[src/rtl/do_channel_ctrl.sv]
// ---------------------------------------------------------------------------
// do_channel_ctrl
//
// Controller for one digital-output channel. The host commands the output
// level; the controller drives it, watches the readback line and, at a fixed
// interval, inverts the output for a short pulse to prove that the readback
// path is live. Stuck-high / stuck-low readback is latched in sticky flags.
//
// Sequence: SETTLE -> HOLD -> PULSE -> RESTORE -> HOLD ...
//   SETTLE  : output = commanded level, no comparison (readback settling)
//   HOLD    : output = commanded level, filtered continuous comparison
//   PULSE   : output inverted, readback sampled on the last pulse cycle
//   RESTORE : output = commanded level, no comparison; pending command applied
//
// Ports:
//   clk, rst      : clock, synchronous active-high reset
//   cmd_valid     : one-cycle strobe loading cmd_value as the commanded level
//   cmd_value     : commanded output level
//   test_en       : enables the periodic self-test pulse
//   fault_clr     : one-cycle strobe clearing both sticky fault flags
//   din_feedback  : asynchronous readback from the channel
//   fp_channel    : channel drive (registered)
//   fd_channel    : fault-drive line, tied low
//   out_state     : registered commanded level
//   fault_hi      : sticky, readback 1 while 0 expected
//   fault_lo      : sticky, readback 0 while 1 expected
//   test_done     : one-cycle pulse after a clean self-test window
//   busy          : high in every state except HOLD
// ---------------------------------------------------------------------------
module do_channel_ctrl #(
  parameter int SETTLE_CYC  = 8,
  parameter int PULSE_CYC   = 4,
  parameter int TEST_PERIOD = 1000,
  parameter int FILT_CYC    = 3,
  parameter int CNT_W       = 16
) (
  input  logic clk,
  input  logic rst,
  input  logic cmd_valid,
  input  logic cmd_value,
  input  logic test_en,
  input  logic fault_clr,
  input  logic din_feedback,
  output logic fp_channel,
  output logic fd_channel,
  output logic out_state,
  output logic fault_hi,
  output logic fault_lo,
  output logic test_done,
  output logic busy
);

  typedef enum logic [1:0] {
    ST_SETTLE  = 2'd0,
    ST_HOLD    = 2'd1,
    ST_PULSE   = 2'd2,
    ST_RESTORE = 2'd3
  } state_t;

  // Terminal counter values; every counter stops and transitions here.
  localparam logic [CNT_W-1:0] SETTLE_LAST = CNT_W'(SETTLE_CYC - 1);
  localparam logic [CNT_W-1:0] PULSE_LAST  = CNT_W'(PULSE_CYC - 1);
  localparam logic [CNT_W-1:0] PERIOD_LAST = CNT_W'(TEST_PERIOD - 1);
  localparam logic [CNT_W-1:0] FILT_LAST   = CNT_W'(FILT_CYC - 1);

  // Saturating increment: a counter never wraps past its terminal value.
  function automatic logic [CNT_W-1:0] sat_inc(input logic [CNT_W-1:0] c,
                                               input logic [CNT_W-1:0] lim);
    return (c >= lim) ? c : c + CNT_W'(1);
  endfunction

  // Feedback synchronizer
  logic fb_p0;
  logic fb_s;

  // Control state
  state_t           state_q, state_nxt;
  logic [CNT_W-1:0] cnt_q, cnt_nxt;     // settle / pulse / restore timer
  logic [CNT_W-1:0] mcnt_q, mcnt_nxt;   // consecutive mismatch count in HOLD
  logic [CNT_W-1:0] pcnt_q, pcnt_nxt;   // self-test period timer in HOLD
  logic             out_state_q, out_nxt;
  logic             pend_vld_q, pend_vld_nxt;
  logic             pend_val_q, pend_val_nxt;
  logic             fault_hi_q, fault_hi_nxt;
  logic             fault_lo_q, fault_lo_nxt;
  logic             test_done_q, done_nxt;
  logic             fp_q, fp_nxt;

  logic set_hi;
  logic set_lo;
  logic cmd_chg;
  logic eff_vld;
  logic eff_val;

  // A command only matters when it changes the level.
  assign cmd_chg = cmd_valid && (cmd_value != out_state_q);

  // Pending command as seen this cycle: a command arriving on the last
  // RESTORE cycle overwrites the stored one before it is applied.
  assign eff_vld = cmd_valid | pend_vld_q;
  assign eff_val = cmd_valid ? cmd_value : pend_val_q;

  // ---- stage p0/p1: two-flop readback synchronizer ----
  always_ff @(posedge clk) begin
    if (rst) begin
      fb_p0 <= 1'b0;
      fb_s  <= 1'b0;
    end else begin
      fb_p0 <= din_feedback;
      fb_s  <= fb_p0;
    end
  end

  always_comb begin
    state_nxt    = state_q;
    cnt_nxt      = cnt_q;
    mcnt_nxt     = '0;
    pcnt_nxt     = pcnt_q;
    out_nxt      = out_state_q;
    pend_vld_nxt = pend_vld_q;
    pend_val_nxt = pend_val_q;
    set_hi       = 1'b0;
    set_lo       = 1'b0;
    done_nxt     = 1'b0;

    case (state_q)
      ST_SETTLE: begin
        if (cmd_chg) begin
          out_nxt  = cmd_value;
          cnt_nxt  = '0;
          pcnt_nxt = '0;
        end else if (cnt_q == SETTLE_LAST) begin
          state_nxt = ST_HOLD;
          cnt_nxt   = '0;
          pcnt_nxt  = '0;
        end else begin
          cnt_nxt = sat_inc(cnt_q, SETTLE_LAST);
        end
      end

      ST_HOLD: begin
        // Filtered comparison; a matching cycle leaves mcnt at its 0 default.
        if (fb_s != out_state_q) begin
          if (mcnt_q == FILT_LAST) begin
            set_hi   = ~out_state_q;
            set_lo   = out_state_q;
            mcnt_nxt = '0;
          end else begin
            mcnt_nxt = sat_inc(mcnt_q, FILT_LAST);
          end
        end

        if (cmd_chg) begin
          out_nxt   = cmd_value;
          state_nxt = ST_SETTLE;
          cnt_nxt   = '0;
          mcnt_nxt  = '0;
          pcnt_nxt  = '0;
        end else if (test_en) begin
          if (pcnt_q == PERIOD_LAST) begin
            state_nxt = ST_PULSE;
            cnt_nxt   = '0;
            mcnt_nxt  = '0;
            pcnt_nxt  = '0;
          end else begin
            pcnt_nxt = sat_inc(pcnt_q, PERIOD_LAST);
          end
        end else begin
          pcnt_nxt = '0;
        end
      end

      ST_PULSE: begin
        if (cmd_valid) begin
          pend_vld_nxt = 1'b1;
          pend_val_nxt = cmd_value;
        end
        if (cnt_q == PULSE_LAST) begin
          // Output is ~out_state here; readback equal to out_state means the
          // inverted level never reached the pin.
          if (fb_s == out_state_q) begin
            set_lo = ~out_state_q;
            set_hi = out_state_q;
          end else begin
            done_nxt = 1'b1;
          end
          state_nxt = ST_RESTORE;
          cnt_nxt   = '0;
        end else begin
          cnt_nxt = sat_inc(cnt_q, PULSE_LAST);
        end
      end

      ST_RESTORE: begin
        pend_vld_nxt = eff_vld;
        pend_val_nxt = eff_val;
        if (cnt_q == SETTLE_LAST) begin
          pend_vld_nxt = 1'b0;
          cnt_nxt      = '0;
          pcnt_nxt     = '0;
          if (eff_vld && (eff_val != out_state_q)) begin
            out_nxt   = eff_val;
            state_nxt = ST_SETTLE;
          end else begin
            state_nxt = ST_HOLD;
          end
        end else begin
          cnt_nxt = sat_inc(cnt_q, SETTLE_LAST);
        end
      end

      default: begin
        state_nxt = ST_SETTLE;
        cnt_nxt   = '0;
        pcnt_nxt  = '0;
      end
    endcase

    // Set wins over a simultaneous clear.
    fault_hi_nxt = set_hi | (fault_hi_q & ~fault_clr);
    fault_lo_nxt = set_lo | (fault_lo_q & ~fault_clr);

    // Drive registered from next-state so the pin changes with the state.
    fp_nxt = (state_nxt == ST_PULSE) ? ~out_nxt : out_nxt;
  end

  // ---- stage p2: control and output registers ----
  always_ff @(posedge clk) begin
    if (rst) begin
      state_q     <= ST_SETTLE;
      cnt_q       <= '0;
      mcnt_q      <= '0;
      pcnt_q      <= '0;
      out_state_q <= 1'b0;
      pend_vld_q  <= 1'b0;
      pend_val_q  <= 1'b0;
      fault_hi_q  <= 1'b0;
      fault_lo_q  <= 1'b0;
      test_done_q <= 1'b0;
      fp_q        <= 1'b0;
    end else begin
      state_q     <= state_nxt;
      cnt_q       <= cnt_nxt;
      mcnt_q      <= mcnt_nxt;
      pcnt_q      <= pcnt_nxt;
      out_state_q <= out_nxt;
      pend_vld_q  <= pend_vld_nxt;
      pend_val_q  <= pend_val_nxt;
      fault_hi_q  <= fault_hi_nxt;
      fault_lo_q  <= fault_lo_nxt;
      test_done_q <= done_nxt;
      fp_q        <= fp_nxt;
    end
  end

  assign fp_channel = fp_q;
  assign fd_channel = 1'b0;
  assign out_state  = out_state_q;
  assign fault_hi   = fault_hi_q;
  assign fault_lo   = fault_lo_q;
  assign test_done  = test_done_q;
  assign busy       = (state_q != ST_HOLD);

endmodule
[config.mk]
export PLATFORM = sky130hd
export DESIGN_NAME = do_channel_ctrl
export DESIGN_NICKNAME = d
export VERILOG_FILES = /design/src/rtl/do_channel_ctrl.sv
export SDC_FILE = /design/constraint.sdc
export NUM_CORES = 1
export LEC_CHECK = 0
export ABC_AREA = 1
export CELL_PAD_IN_SITES_DETAIL_PLACEMENT = 0
export CELL_PAD_IN_SITES_GLOBAL_PLACEMENT = 1
export CORE_AREA = 2 2 65 113
export CTS_CLUSTER_SIZE = 28
export DETAILED_ROUTE_END_ITERATION = 8
export DIE_AREA = 0 0 67 115
export PLACE_DENSITY_LB_ADDON = 0.2
export SLEW_MARGIN = 20
export SYNTH_ARGS = -nofsm -noshare
export SYNTH_HDL_FRONTEND = slang
export SYNTH_SLANG_ARGS = --single-unit
export TNS_END_PERCENT = 1
[constraint.sdc]
create_clock -name clk -period 5.25 [get_ports clk]
set_input_delay 0.525 -clock clk [delete_from_list [all_inputs] [get_ports clk]]
set_output_delay 0.525 -clock clk [all_outputs]
set_load 0.02 [all_outputs]
* Word-level counts from Yosys, hierarchy flattened *
Cells that the tools add are included.

word-level totals
  word-level logic and storage cells = 111
  bits of input ports = 7
  register bits after elaboration = 59
  output and inout port bits = 7

cells by class
  $lt $le $gt $ge = 4
  $add $sub $neg = 3
  multiplexer cells = 50
  reduce and logical (&&, ||, !) cells = 12
  equal/unequal tests = 18
  bitwise gates (word level) = 11

operators by type and width
  kind                                                   number
  2-to-1 mux 16 bit                                      19
  one-hot mux 16 bit (4 select lines)                    1
  adder 16 x 1 -> 16 bit, second input constant          3
  one-hot mux 16 bit (3 select lines)                    1
  equality test 16 x 2 -> 1 bit, second input constant   2
  >= comparator 16 x 2 -> 1 bit, second input constant   2
  2-to-1 mux 1 bit                                       17
  equality test 16 x 10 -> 1 bit, second input constant  1
  equality test 16 x 3 -> 1 bit, second input constant   1
  >= comparator 16 x 10 -> 1 bit, second input constant  1
  >= comparator 16 x 3 -> 1 bit, second input constant   1
  2-to-1 mux 2 bit                                       7
  inequality test 3 bit, second input constant           3
  one-hot mux 1 bit (2 select lines)                     4
  one-hot mux 2 bit (4 select lines)                     1
  equality test 2 bit, second input constant             3
  inverter 1 bit                                         6
  OR reduction 3 bit                                     2
  inequality test 5 bit, second input constant           1
  AND reduction 2 bit                                    2
  OR reduction 2 bit                                     2
  inequality test 1 bit                                  3
  OR 1 bit                                               3
  AND reduction 3 bit                                    1
  9 further kinds                                        11

* Depth between registers and ports, before layout *
Gate-level depths: netlist (run 1).

  depth in word-level cells = 8
  mapped depth = 16
  mapped depth without buffers = 16

* Least setup slack after synthesis (run 1) *
Ideal clock, no wire load.

  kind = register to register
  start = register out_state_q (netlist: out_state)
  end = register cnt_q[10]
  data required time = 5130 ps
  arrival time = 1601 ps
  clock period less this slack = 1720 ps
  library setup time = 120 ps
  stages on the path, launching flop included = 11
  path slack = 3530 ps
  buffers on the path = 1
  cell sequence = dfxtp_1 -> nor2_1 -> nor2_2 -> nand2_4 -> nand2_4 -> inv_1 -> a22oi_2 -> inv_2 -> buf_2 -> a21oi_1 -> a21oi_1

on the way
  cells in the longest elaborated chain, start to end = 4
  elaborated cells on any way between the ends = 8
  classes of those cells = eq/ne (3); mux (3); reduce/logical (2)

ends and longest elaborated chain
  element                                                                     line  RTL
  start: declaration                                                          81    logic out_state_q, out_nxt;
  start signal: assignment                                                    246   out_state_q <= out_nxt;
  inequality test 1 bit (*)                                                   96    assign cmd_chg = cmd_valid && (cmd_value != out_state_q);
  logical AND 1 bit (*)                                                       96
  2-to-1 mux 16 bit, or another cell as far along                             153   if (cmd_chg) begin
  one-hot mux 16 bit (4 select lines) or AND reduction 3 bit (tied branches)  -
  end signal: assignment                                                      243   cnt_q <= cnt_nxt;
  end: declaration                                                            78    logic [CNT_W-1:0] cnt_q, cnt_nxt;

Mark *: on every way between the ends. The rest lies on a longest branch, timed or not.
A chain may end at the register's enable or synchronous reset.

* Worst setup path after layout (run 1) *
  start = input cmd_value
  end = register cnt_q[0]

on the way
  cells in the longest elaborated chain, start to end = 4
  elaborated cells on any way between the ends = 8
  classes of those cells = eq/ne (3); mux (3); reduce/logical (2)

ends and longest elaborated chain
  element                                                                     line  RTL
  start: declaration                                                          40    input logic cmd_value,
  inequality test 1 bit (*)                                                   96
  logical AND 1 bit (*)                                                       96
  2-to-1 mux 16 bit, or another cell as far along                             153
  one-hot mux 16 bit (4 select lines) or AND reduction 3 bit (tied branches)  -

Marked as above.

==> results of run 1 <==
## metrics by stage
| step | hold WS [ns] | worst slack (ns) | util, % |
|---|---|---|---|
| 6_report | 0.415 | 2.72 | 52.6 |
| 5_1_grt | 0.439 | 2.51 | 52.6 |
| 4_1_cts | 0.421 | 2.70 | 52.6 |
| 3_5_place_dp | 0.413 | 2.37 | 47.8 |
| 3_3_place_gp | 0.395 | 2.39 | 47.8 |
| 2_1_floorplan | 0.388 | 3.53 | - |
## final cells by class
type	instances	area, um2	share of cell area (%)
timing repair buffer	14	135	3.77
multi-input combinational	320	1590	44.4
clock buffer	10	239	6.68
clock inverter	6	88.8	2.48
sequential	59	1180	33.0
tap	84	105	2.94
inverter	64	240	6.71
## cells in the mapped netlist, drive strengths merged
| master | instances |
|---|---|
| nand3b | 1 |
| o21ba | 1 |
| nor2 | 76 |
| conb | 1 |
| buf | 8 |
| clkinv | 2 |
| o21bai | 1 |
| nand2 | 103 |
| nor3 | 8 |
| a31oi | 3 |
| or2 | 2 |
| a21oi | 35 |
| dfxtp | 59 |
| nand3 | 32 |
| nand4 | 7 |
| inv | 62 |
| a211oi | 2 |
| a22oi | 2 |
| xor2 | 4 |
| o211ai | 1 |
| clkbuf | 5 |
| nor3b | 3 |
| ha | 10 |
| o21ai | 28 |
## flip-flops by register name (all words and copies together), names as in the netlist
register,count
fault_lo,1
fb_p0,1
fp_channel,1
cnt_q,16
out_state,1
state_q,2
fault_hi,1
mcnt_q,16
pend_val_q,1
pend_vld_q,1
fb_s,1
test_done,1
pcnt_q,16
## logic make-up (layout without fill, tap and decap cells)
family                     Yosys count  in the layout  synth area share (%)
AOI/OAI and AO/OA                   73             73                  13.3
and+or+nand+nor                    232            232                  32.9
xor gates and xnor gates             4              4                  1.13
other                                1              1                 0.121
adders and majority gates           10             10                  4.05
buffers and inverters               77             94                  10.2
DFF                                 59             59                  38.3
## worst max-delay path, cell delays in order
cell                              delay [ns]
sky130_fd_sc_hd__clkdlybuf4s50_1        0.51
sky130_fd_sc_hd__nor2_1                 0.06
sky130_fd_sc_hd__nor2_2                 0.15
sky130_fd_sc_hd__nand2_4                0.09
sky130_fd_sc_hd__nand2_4                0.08
sky130_fd_sc_hd__inv_1                  0.08
sky130_fd_sc_hd__a22oi_2                0.68
sky130_fd_sc_hd__inv_2                  0.27
sky130_fd_sc_hd__o21ai_0                0.21
sky130_fd_sc_hd__a21oi_1                0.06
## report_power, final
part           internal [mW]  total (mW)  switching (mW)  leakage (nW)
logic                 0.0575       0.169           0.111         0.902
registers              0.465       0.480          0.0152         0.477
clock network          0.428       0.634           0.206         0.155
## worst max path at each step
stage           endpoint  slack (ns)  cells past startpoint  startpoint
5_1_grt         cnt_q[0]        2.51                      8   pcnt_q[1]
3_3_place_gp    cnt_q[0]        2.39                     10   cmd_value
4_1_cts         cnt_q[0]        2.70                     10   cmd_value
3_5_place_dp    cnt_q[0]        2.37                     10   cmd_value
6_report        cnt_q[0]        2.72                     10   cmd_value
2_1_floorplan  cnt_q[10]        3.53                     10   out_state
## cell usage in the layout (no fill, tap or decap), drive strengths merged
cell / netlist / final
nand3b: 1 / 1
ha: 10 / 10
xor2: 4 / 4
o21ai: 28 / 28
or2: 2 / 2
nand4: 7 / 7
dfxtp: 59 / 59
bufinv: 0 / 2
clkinv: 2 / 4
o211ai: 1 / 1
nor3: 8 / 8
nand3: 32 / 32
buf: 8 / 2
conb: 1 / 1
a211oi: 2 / 2
inv: 62 / 62
clkinvlp: 0 / 2
nor3b: 3 / 3
a22oi: 2 / 2
o21bai: 1 / 1
o21ba: 1 / 1
clkbuf: 5 / 10
clkdlybuf4s50: 0 / 12
nand2: 103 / 103
a21oi: 35 / 35
a31oi: 3 / 3
nor2: 76 / 76
## per-layer routing
layer  part of all wire, %  wire, um
met5                     0         0
met4                   1.4        95
met1                    43      3000
met3                   1.5       103
met2                    54      3700
==> flow_summary.ini, run 1 <==
[layout]
antenna-diode-count = 0
area_growth_pct = 16.0
fin_area_um2 = 3580
final_layout_size_suffix_gt1_share_pct = 7.82
final.fill_count = 736
stdcell_count = 557
layout.nets = 485

[synth]
yosys.area.top_type_share_pct = 38.3
synth.ff_latch_count = 59
synthTopCellsByArea = sky130_fd_sc_hd__dfxtp_1 38%, sky130_fd_sc_hd__nand2_1 12%, sky130_fd_sc_hd__nor2_1 8.9%
ys_warn_count = 0
avg_synthesized_cell_area_um2 = 6.77
synthDistinctLibCells = 40
synth.net_count = 473
cell_type_with_the_largest_total_area_after_synthesis = sky130_fd_sc_hd__dfxtp_1
synth_sequential_area_ratio_pct = 38.3
synth_cells = 456
syn-cell-area_um2 = 3090

[worst_hold_path]
holdCritPathClass = reg -> reg
holdPathStages = 2
min_from = fb_p0
worst_hold_path.endpoint = fb_s

[global_route]
globalRoute.totalOverflow = 0
grt_most_used_layer = met2
grt_first_pass_wirelength_mm = 11.6
globalRouteMet3Util_pct = 4.11
antenna_violations_before_repair = 0
maximum_number_of_pins_on_one_net_before_global_route_repair = 24
first_global_vias = 2657
global_route.usage.total_pct = 19.9
grt.met2_usage_pct = 36.5
met1_usage_pct = 21.4

[place]
detailed_place_hpwl_mm = 4.99
place.gp.congestion = 0.877
placement.cell_area_um2 = 3250
port-buffer-count = 12
placed_cells_incl_taps = 541

[floorplanning]
area_enclosed_by_the_die_boundary_um2 = 7710
fp.dieW_um = 67
count_of_standard_cell_rows = 40
chipHeight_um = 115
initial_utilization_pct = 45.3
core_region_area_um2 = 6810
ioPinCount = 14

[clock_tree]
tritoncts = done
numCtsBuffers = 9
cts_root_buffer = sky130_fd_sc_hd__clkbuf_16
path_clk_slew_ns = 0.06
postCtsSetupBuffers = 0
cts.sink_count = 59
ctsHtreeMaxLevel = 3
cts_hold_repair.buffers = 0
cts_resized = 0
clock_latency_ns = 0.32
max-clock-path-buffers = 2

[sta]
unrepaired_setup_endpoints_after_global_routing = no
report.final.slew_viol_count = 0
layout_worst_path_cycle_share_pct = 48.2
fin_worst_skew_ns = 0.00564
period_minus_slack_ns = 2.53
setup_total_negative_slack_ns = 0
setup_viol_count_final = 0
fmax_ghz = 0.395
number_of_hold_violations_in_the_final_report = 0
tightest_slew_ns = 0.852
maxSlewHeadroom_pct = 43.2

[setup_path]
worst_ep_arrival_time_ns = 2.73
rrSetupSlack_ns = 2.74
critical_path_required_ns = 5.45
worstReg2RegEnd = cnt_q[0]
worst_setup_path_start_kind = input port
endpoint_kind = register
worst_r2r_startpoint = pcnt_q[1]
crit_fanout = 21
worst_r2r_path_depth = 8
timing.setup.critical_path_class = in -> reg

[power]
power_density_nw_per_um2 = 358
peakVddDrop_v = 0.000228
total_leakage_power_nw = 1.53
total_design_power_mw = 1.28

[drt]
detailed_route_wl_mm = 6.90
viasPerCell = 4.96
first_pass_iteration_count_of_the_detailed_router = 4
initialDrtViolationCount = 78
vias = 2760
wl_per_cell_um = 12.4
remaining_drc_errors = 0
routed_antenna_nets = 0

[run_status]
run_status = finished clean

[flow_run]
max_cap_viol_count = 0
No activity file was read; power rests on OpenSTA's default activity.
==> run 2: changes to the inputs <==
--- a/config.mk
+++ b/config.mk
@@ -8,10 +8,10 @@
 export ABC_AREA = 1
 export CELL_PAD_IN_SITES_DETAIL_PLACEMENT = 0
 export CELL_PAD_IN_SITES_GLOBAL_PLACEMENT = 1
-export CORE_AREA = 2 2 65 113
+export CORE_AREA = 2 2 71 123
 export CTS_CLUSTER_SIZE = 28
 export DETAILED_ROUTE_END_ITERATION = 8
-export DIE_AREA = 0 0 67 115
+export DIE_AREA = 0 0 73 125
 export PLACE_DENSITY_LB_ADDON = 0.2
 export SLEW_MARGIN = 20
 export SYNTH_ARGS = -nofsm -noshare
==> constraint.sdc (replaced) <==
create_clock -name clk -period 2.1 [get_ports clk]
set_input_delay 0.21 -clock clk [delete_from_list [all_inputs] [get_ports clk]]
set_output_delay 0.21 -clock clk [all_outputs]
set_load 0.02 [all_outputs]
==> flow_summary.ini, run 2 (synthesis gave the netlist of run 1 again) <==
[run_status]
run_status = finished clean

[floorplanning]
ioPinCount = 14
fp.dieW_um = 73
count_of_standard_cell_rows = 44
chipHeight_um = 125
core_region_area_um2 = 8200
initial_utilization_pct = 37.6
area_enclosed_by_the_die_boundary_um2 = 9130

[layout]
area_growth_pct = 20.8
most-common-layout-cells = 97 x sky130_fd_sc_hd__nand2_1, 73 x sky130_fd_sc_hd__nor2_1, 61 x sky130_fd_sc_hd__inv_1, 59 x sky130_fd_sc_hd__dfxtp_1, 33 x sky130_fd_sc_hd__a21oi_1
seq_area_um2 = 1180
final_core_utilization_pct = 45.5
antenna-diode-count = 0
layout.nets = 500
largest_registers = cnt_q x16, mcnt_q x16, pcnt_q x16
final.fill_count = 880
area_of_the_multi_input_gates_um2 = 1600
most_frequent_standard_cell_in_the_layout_excluding_fill_and_tap_cells = sky130_fd_sc_hd__nand2_1
fin_area_um2 = 3730
stdcell_count = 579
final_layout_size_suffix_gt1_share_pct = 10.7

[clock_tree]
tritoncts = done
ctsHtreeMaxLevel = 3
clock_latency_ns = 0.33
numCtsBuffers = 9
path_clk_slew_ns = 0.05
max-clock-path-buffers = 2
cts.sink_count = 59
cts_root_buffer = sky130_fd_sc_hd__clkbuf_16
cts_hold_repair.buffers = 0

[worst_hold_path]
min_from = fb_p0
holdPathStages = 2
worst_hold_path.endpoint = fb_s
holdCritPathClass = reg -> reg

[setup_path]
cp_slowest_cell = sky130_fd_sc_hd__dfxtp_1
endpoint_kind = register
critical_path_required_ns = 2.33
timing.setup.critical_path_class = reg -> reg
worst_r2r_path_depth = 16
worstReg2RegEnd = fp_channel
worst_r2r_startpoint = cnt_q[0]
critPathLaunch = cnt_q[0]
worst_path_largest_cell_delay_ns = 0.36
cp_common_cell = sky130_fd_sc_hd__nand2_1
crit_fanout = 7
critical_path.cell_chain = ha_1, nand2_1, inv_1, nand2_1, nor2_1, nand2_1, inv_1, nor2_1, nor2_1, nand2_1, nand2_1, nand2_1, nand2_1, nand2_1, nand2_1, inv_1
worst_setup_path_start_kind = register
rrSetupSlack_ns = 0.22
worst_ep_arrival_time_ns = 2.11

[drt]
wl_per_cell_um = 12.9
viasPerCell = 4.87
routed_antenna_nets = 0
initialDrtViolationCount = 109
vias = 2817
detailed_route_wl_mm = 7.46
first_pass_iteration_count_of_the_detailed_router = 4
remaining_drc_errors = 0

[place]
placed_cells_incl_taps = 564
port-buffer-count = 12
place.gp.congestion = 0.854
dp_worst_setup_slack_ns = 0.0497
placement.cell_area_um2 = 3370
detailed_place_hpwl_mm = 5.54

[global_route]
met1_usage_pct = 19.2
grt_first_pass_wirelength_mm = 12.5
antenna_violations_before_repair = 0
globalRoute.totalOverflow = 0
maximum_number_of_pins_on_one_net_before_global_route_repair = 17
grt_most_used_layer = met2
first_global_vias = 2755
globalRouteMet3Util_pct = 4.19
global_route.usage.total_pct = 18.0
grt.met2_usage_pct = 31.1

[power]
total_leakage_power_nw = 1.62
power_density_nw_per_um2 = 905
total_design_power_mw = 3.37
peakVddDrop_v = 0.000479

[sta]
fin_worst_skew_ns = 0.00572
period_minus_slack_ns = 1.88
setup_viol_count_final = 0
post-route-worst-setup-slack_ns = 0.217
layout_worst_path_cycle_share_pct = 89.7
number_of_hold_violations_in_the_final_report = 0
holdWs_ns = 0.407
fmax_ghz = 0.531
unrepaired_setup_endpoints_after_global_routing = no
setup_total_negative_slack_ns = 0
report.final.slew_viol_count = 0

[flow_run]
max_cap_viol_count = 0
==> run 2: changes by cell type in the layout (fill, tap and decap cells not counted), sizes merged <==
| cell | before | now |
|---|---|---|
| clkbuf | 10 | 11 |
| bufinv | 2 | 3 |
| dlygate4sd2 | 0 | 1 |
| clkinvlp | 2 | 1 |
| clkinv | 4 | 2 |
| buf | 2 | 17 |
| clkdlybuf4s50 | 12 | 11 |
==> run 2: routing by layer <==
metal / wire length (um) / up-vias / share of wire [%]
met5: 0 / - / 0
met4: 195 / 0 / 2.6
met3: 194 / 13 / 2.6
met2: 4010 / 37 / 54
met1: 3050 / 1276 / 41
li1: - / 1491 / -
==> run 2: area by class of cell <==
class / count / share of cell area (%)
Multi-Input combinational cell: 320 / 42.8
Sequential cell: 59 / 31.7
Clock buffer: 11 / 6.78
Timing Repair Buffer: 29 / 6.61
Inverter: 64 / 6.44
Tap cell: 92 / 3.09
Clock inverter: 4 / 2.62
==> run 2: what timing repair did <==
action,4_1_cts,5_1_grt
pin swaps,0,1
hold endpoints to repair,0,0
gates resized for setup,1,2
setup buffers,0,0
cloned,0,0
endpoints found under the setup margin,1,6
==> run 2: critical path: cells and delay by family, from the launching register on <==
kind / cells / cell delay, ns
adder cells (fa/ha/maj): 1 / 0.20
buffers and inverters: 3 / 0.27
flip-flops: 1 / 0.36
AND/OR/NAND/NOR: 12 / 0.95
==> run 2: how the worst max path moves through the flow <==
| stage | endpoint | cells after the start |
|---|---|---|
| global route | fp_channel | 16 |
| global placement | pcnt_q[0] | 12 |
| CTS | cnt_q[5] | 9 |
| detailed placement | pcnt_q[0] | 12 |
| finish | fp_channel | 16 |
| floorplan | cnt_q[10] | 10 |
==> run 2: where the power goes <==
part           internal, mW  switching, mW
clock network          1.22          0.502
registers              1.16         0.0384
logic                 0.165          0.291
==> run 3: changes to the inputs <==
--- a/config.mk
+++ b/config.mk
@@ -8,11 +8,13 @@
 export ABC_AREA = 1
 export CELL_PAD_IN_SITES_DETAIL_PLACEMENT = 0
 export CELL_PAD_IN_SITES_GLOBAL_PLACEMENT = 1
-export CORE_AREA = 2 2 71 123
+export CORE_AREA = 2 2 110 80
+export CTS_CLUSTER_DIAMETER = 60
 export CTS_CLUSTER_SIZE = 28
 export DETAILED_ROUTE_END_ITERATION = 8
-export DIE_AREA = 0 0 73 125
+export DIE_AREA = 0 0 112 82
 export PLACE_DENSITY_LB_ADDON = 0.2
+export RECOVER_POWER = 25
 export SLEW_MARGIN = 20
 export SYNTH_ARGS = -nofsm -noshare
 export SYNTH_HDL_FRONTEND = slang
==> flow_summary.ini, run 3 (synthesis gave the netlist of run 1 again) <==
[run_status]
run_status = finished clean

[power]
switching_share_pct = 24.7
total_design_power_mw = 3.37
power_frac_seq_pct = 35.7
power_density_nw_per_um2 = 907
total_leakage_power_nw = 1.61
power.share.clock_pct = 51.0
logic_gate_share_of_total_power_pct = 13.3
peakVddDrop_v = 0.000491
power_report.internal_total_mw = 2.54
net-switching-power_uw = 831

[layout]
area_growth_pct = 20.3
layout.nets = 496
largest_registers = cnt_q x16, mcnt_q x16, pcnt_q x16
most-common-layout-cells = 96 x sky130_fd_sc_hd__nand2_1, 73 x sky130_fd_sc_hd__nor2_1, 61 x sky130_fd_sc_hd__inv_1, 59 x sky130_fd_sc_hd__dfxtp_1, 33 x sky130_fd_sc_hd__a21oi_1
antenna-diode-count = 0
final.fill_count = 870
final_layout_size_suffix_gt1_share_pct = 9.94
fin_area_um2 = 3710
most_frequent_standard_cell_in_the_layout_excluding_fill_and_tap_cells = sky130_fd_sc_hd__nand2_1

[sta]
tightest_slew_ns = 0.509
period_minus_slack_ns = 1.91
fmax_ghz = 0.523
report.final.slew_viol_count = 0
setup_viol_count_final = 0
number_of_hold_violations_in_the_final_report = 0
unrepaired_setup_endpoints_after_global_routing = yes
fin_worst_skew_ns = 0.00868
layout_worst_path_cycle_share_pct = 91.0
maxSlewHeadroom_pct = 66.0

[clock_tree]
tritoncts = done
path_clk_slew_ns = 0.05
numCtsBuffers = 9
cts_root_buffer = sky130_fd_sc_hd__clkbuf_16
cts.sink_count = 59
postCtsSetupBuffers = 0
ctsHtreeMaxLevel = 3
clock_latency_ns = 0.33
max-clock-path-buffers = 2

[drt]
vias = 2769
wl_per_cell_um = 11.7
first_pass_iteration_count_of_the_detailed_router = 5
routed_antenna_nets = 0
detailed_route_wl_mm = 6.90
initialDrtViolationCount = 139
viasPerCell = 4.71
remaining_drc_errors = 0

[setup_path]
timing.setup.critical_path_class = reg -> reg
critical_path_buf_inv_count = 3
critical_path_depth = 16
crit_fanout = 7
endpoint_kind = register
worst_setup_path_start_kind = register
critical_path_required_ns = 2.33
worst_ep_arrival_time_ns = 2.14
worst_path_largest_cell_delay_ns = 0.38
cp_slowest_cell = sky130_fd_sc_hd__dfxtp_1
worst_r2r_path_depth = 16
top_cell_family_by_delay_on_the_critical_path = simple AND/OR/NAND/NOR gates
cp_common_cell = sky130_fd_sc_hd__nand2_1
critical_path.cell_chain = ha_2, nand2_1, inv_1, nand2_1, nor2_1, nand2_2, inv_1, nor2_1, nor2_1, nand2_1, nand2_1, nand2_1, nand2_1, nand2_1, nand2_1, inv_1

[worst_hold_path]
holdPathStages = 2
holdCritPathClass = reg -> reg

[floorplanning]
initial_utilization_pct = 37.7
core_region_area_um2 = 8200
chipHeight_um = 82
fp.dieW_um = 112
count_of_standard_cell_rows = 28
area_enclosed_by_the_die_boundary_um2 = 9180
ioPinCount = 14

[place]
port-buffer-count = 12
detailed_place_hpwl_mm = 5.03
placement.cell_area_um2 = 3360
place.gp.congestion = 0.829

[global_route]
first_global_vias = 2488
globalRoute.totalOverflow = 0
grt_first_pass_wirelength_mm = 11.8
global_route.usage.total_pct = 16.5
antenna_violations_before_repair = 0
maximum_number_of_pins_on_one_net_before_global_route_repair = 23

[flow_run]
max_cap_viol_count = 0
[run 3: cell types whose count changed in the layout (fill, tap and decap cells not counted), sizes merged]
cell           before  now
buf                17   11
clkbuf             11   13
clkdlybuf4s50      11    5
dlygate4sd3         0    6
[run 3: final cells by class]
class	instances	area [um2]	share of cell area, %
sequential	59	1180	31.8
timing repair buffer	25	209	5.63
inverter	64	240	6.47
clock buffer	11	253	6.81
multi-input combinational	320	1600	43.1
tap	105	131	3.54
clock inverter	4	97.6	2.63
[run 3: repair_timing]
item,in CTS,in global routing
endpoints found under the setup margin,1,15
hold buffers,0,0
resized for setup,1,4
[run 3: worst register-to-register path, cell delays in order, from the launching register on]
cell,delay [ns]
sky130_fd_sc_hd__dfxtp_1,0.38
sky130_fd_sc_hd__ha_2,0.22
sky130_fd_sc_hd__nand2_1,0.06
sky130_fd_sc_hd__inv_1,0.09
sky130_fd_sc_hd__nand2_1,0.06
sky130_fd_sc_hd__nor2_1,0.19
sky130_fd_sc_hd__nand2_2,0.15
sky130_fd_sc_hd__inv_1,0.12
sky130_fd_sc_hd__nor2_1,0.05
sky130_fd_sc_hd__nor2_1,0.08
sky130_fd_sc_hd__nand2_1,0.06
sky130_fd_sc_hd__nand2_1,0.07
sky130_fd_sc_hd__nand2_1,0.08
sky130_fd_sc_hd__nand2_1,0.07
sky130_fd_sc_hd__nand2_1,0.05
sky130_fd_sc_hd__nand2_1,0.06
sky130_fd_sc_hd__inv_1,0.04
[run 3: worst paths after layout]
path / start / endpoint / slack (ns)
worst min-delay path: fb_p0 / fb_s / 0.40
worst min register to register: fb_p0 / fb_s / 0.40
worst max-delay path: cnt_q[0] / fp_channel / 0.19
worst max register to register: cnt_q[0] / fp_channel / 0.19
[run 3: layer usage]
metal / share of wire (%) / GRT usage [%] / wire (um) / up-vias
met2: 40 / 24.3 / 2780 / 56
li1: - / - / - / 1497
met4: 1.4 / 7.80 / 99 / 0
met1: 54 / 22.0 / 3720 / 1210
met3: 4.4 / 5.46 / 301 / 6
met5: 0 / 0 / 0 / -
[run 3: power by group through the flow]
stage | Clock, mW | Combinational, mW | Sequential [mW]
floorplan | 0 | 0.331 | 1.22
global placement | 0 | 0.444 | 1.22
detailed placement | 0 | 0.444 | 1.22
CTS | 1.76 | 0.445 | 1.20
global route | 1.81 | 0.514 | 1.21
finish | 1.72 | 0.447 | 1.20
[run 3: per-stage QoR]
step	worst slack [ns]	util, %	hold WS (ns)	TNS, ns	cells
floorplan	0.380	-	0.317	0	456
global placement	0.0607	41.0	0.404	0	573
detailed placement	0.0340	41.0	0.407	0	573
CTS	0.163	45.3	0.409	0	588
global route	-0.000614	45.3	0.418	-0.000614	588
finish	0.189	45.3	0.404	0	588
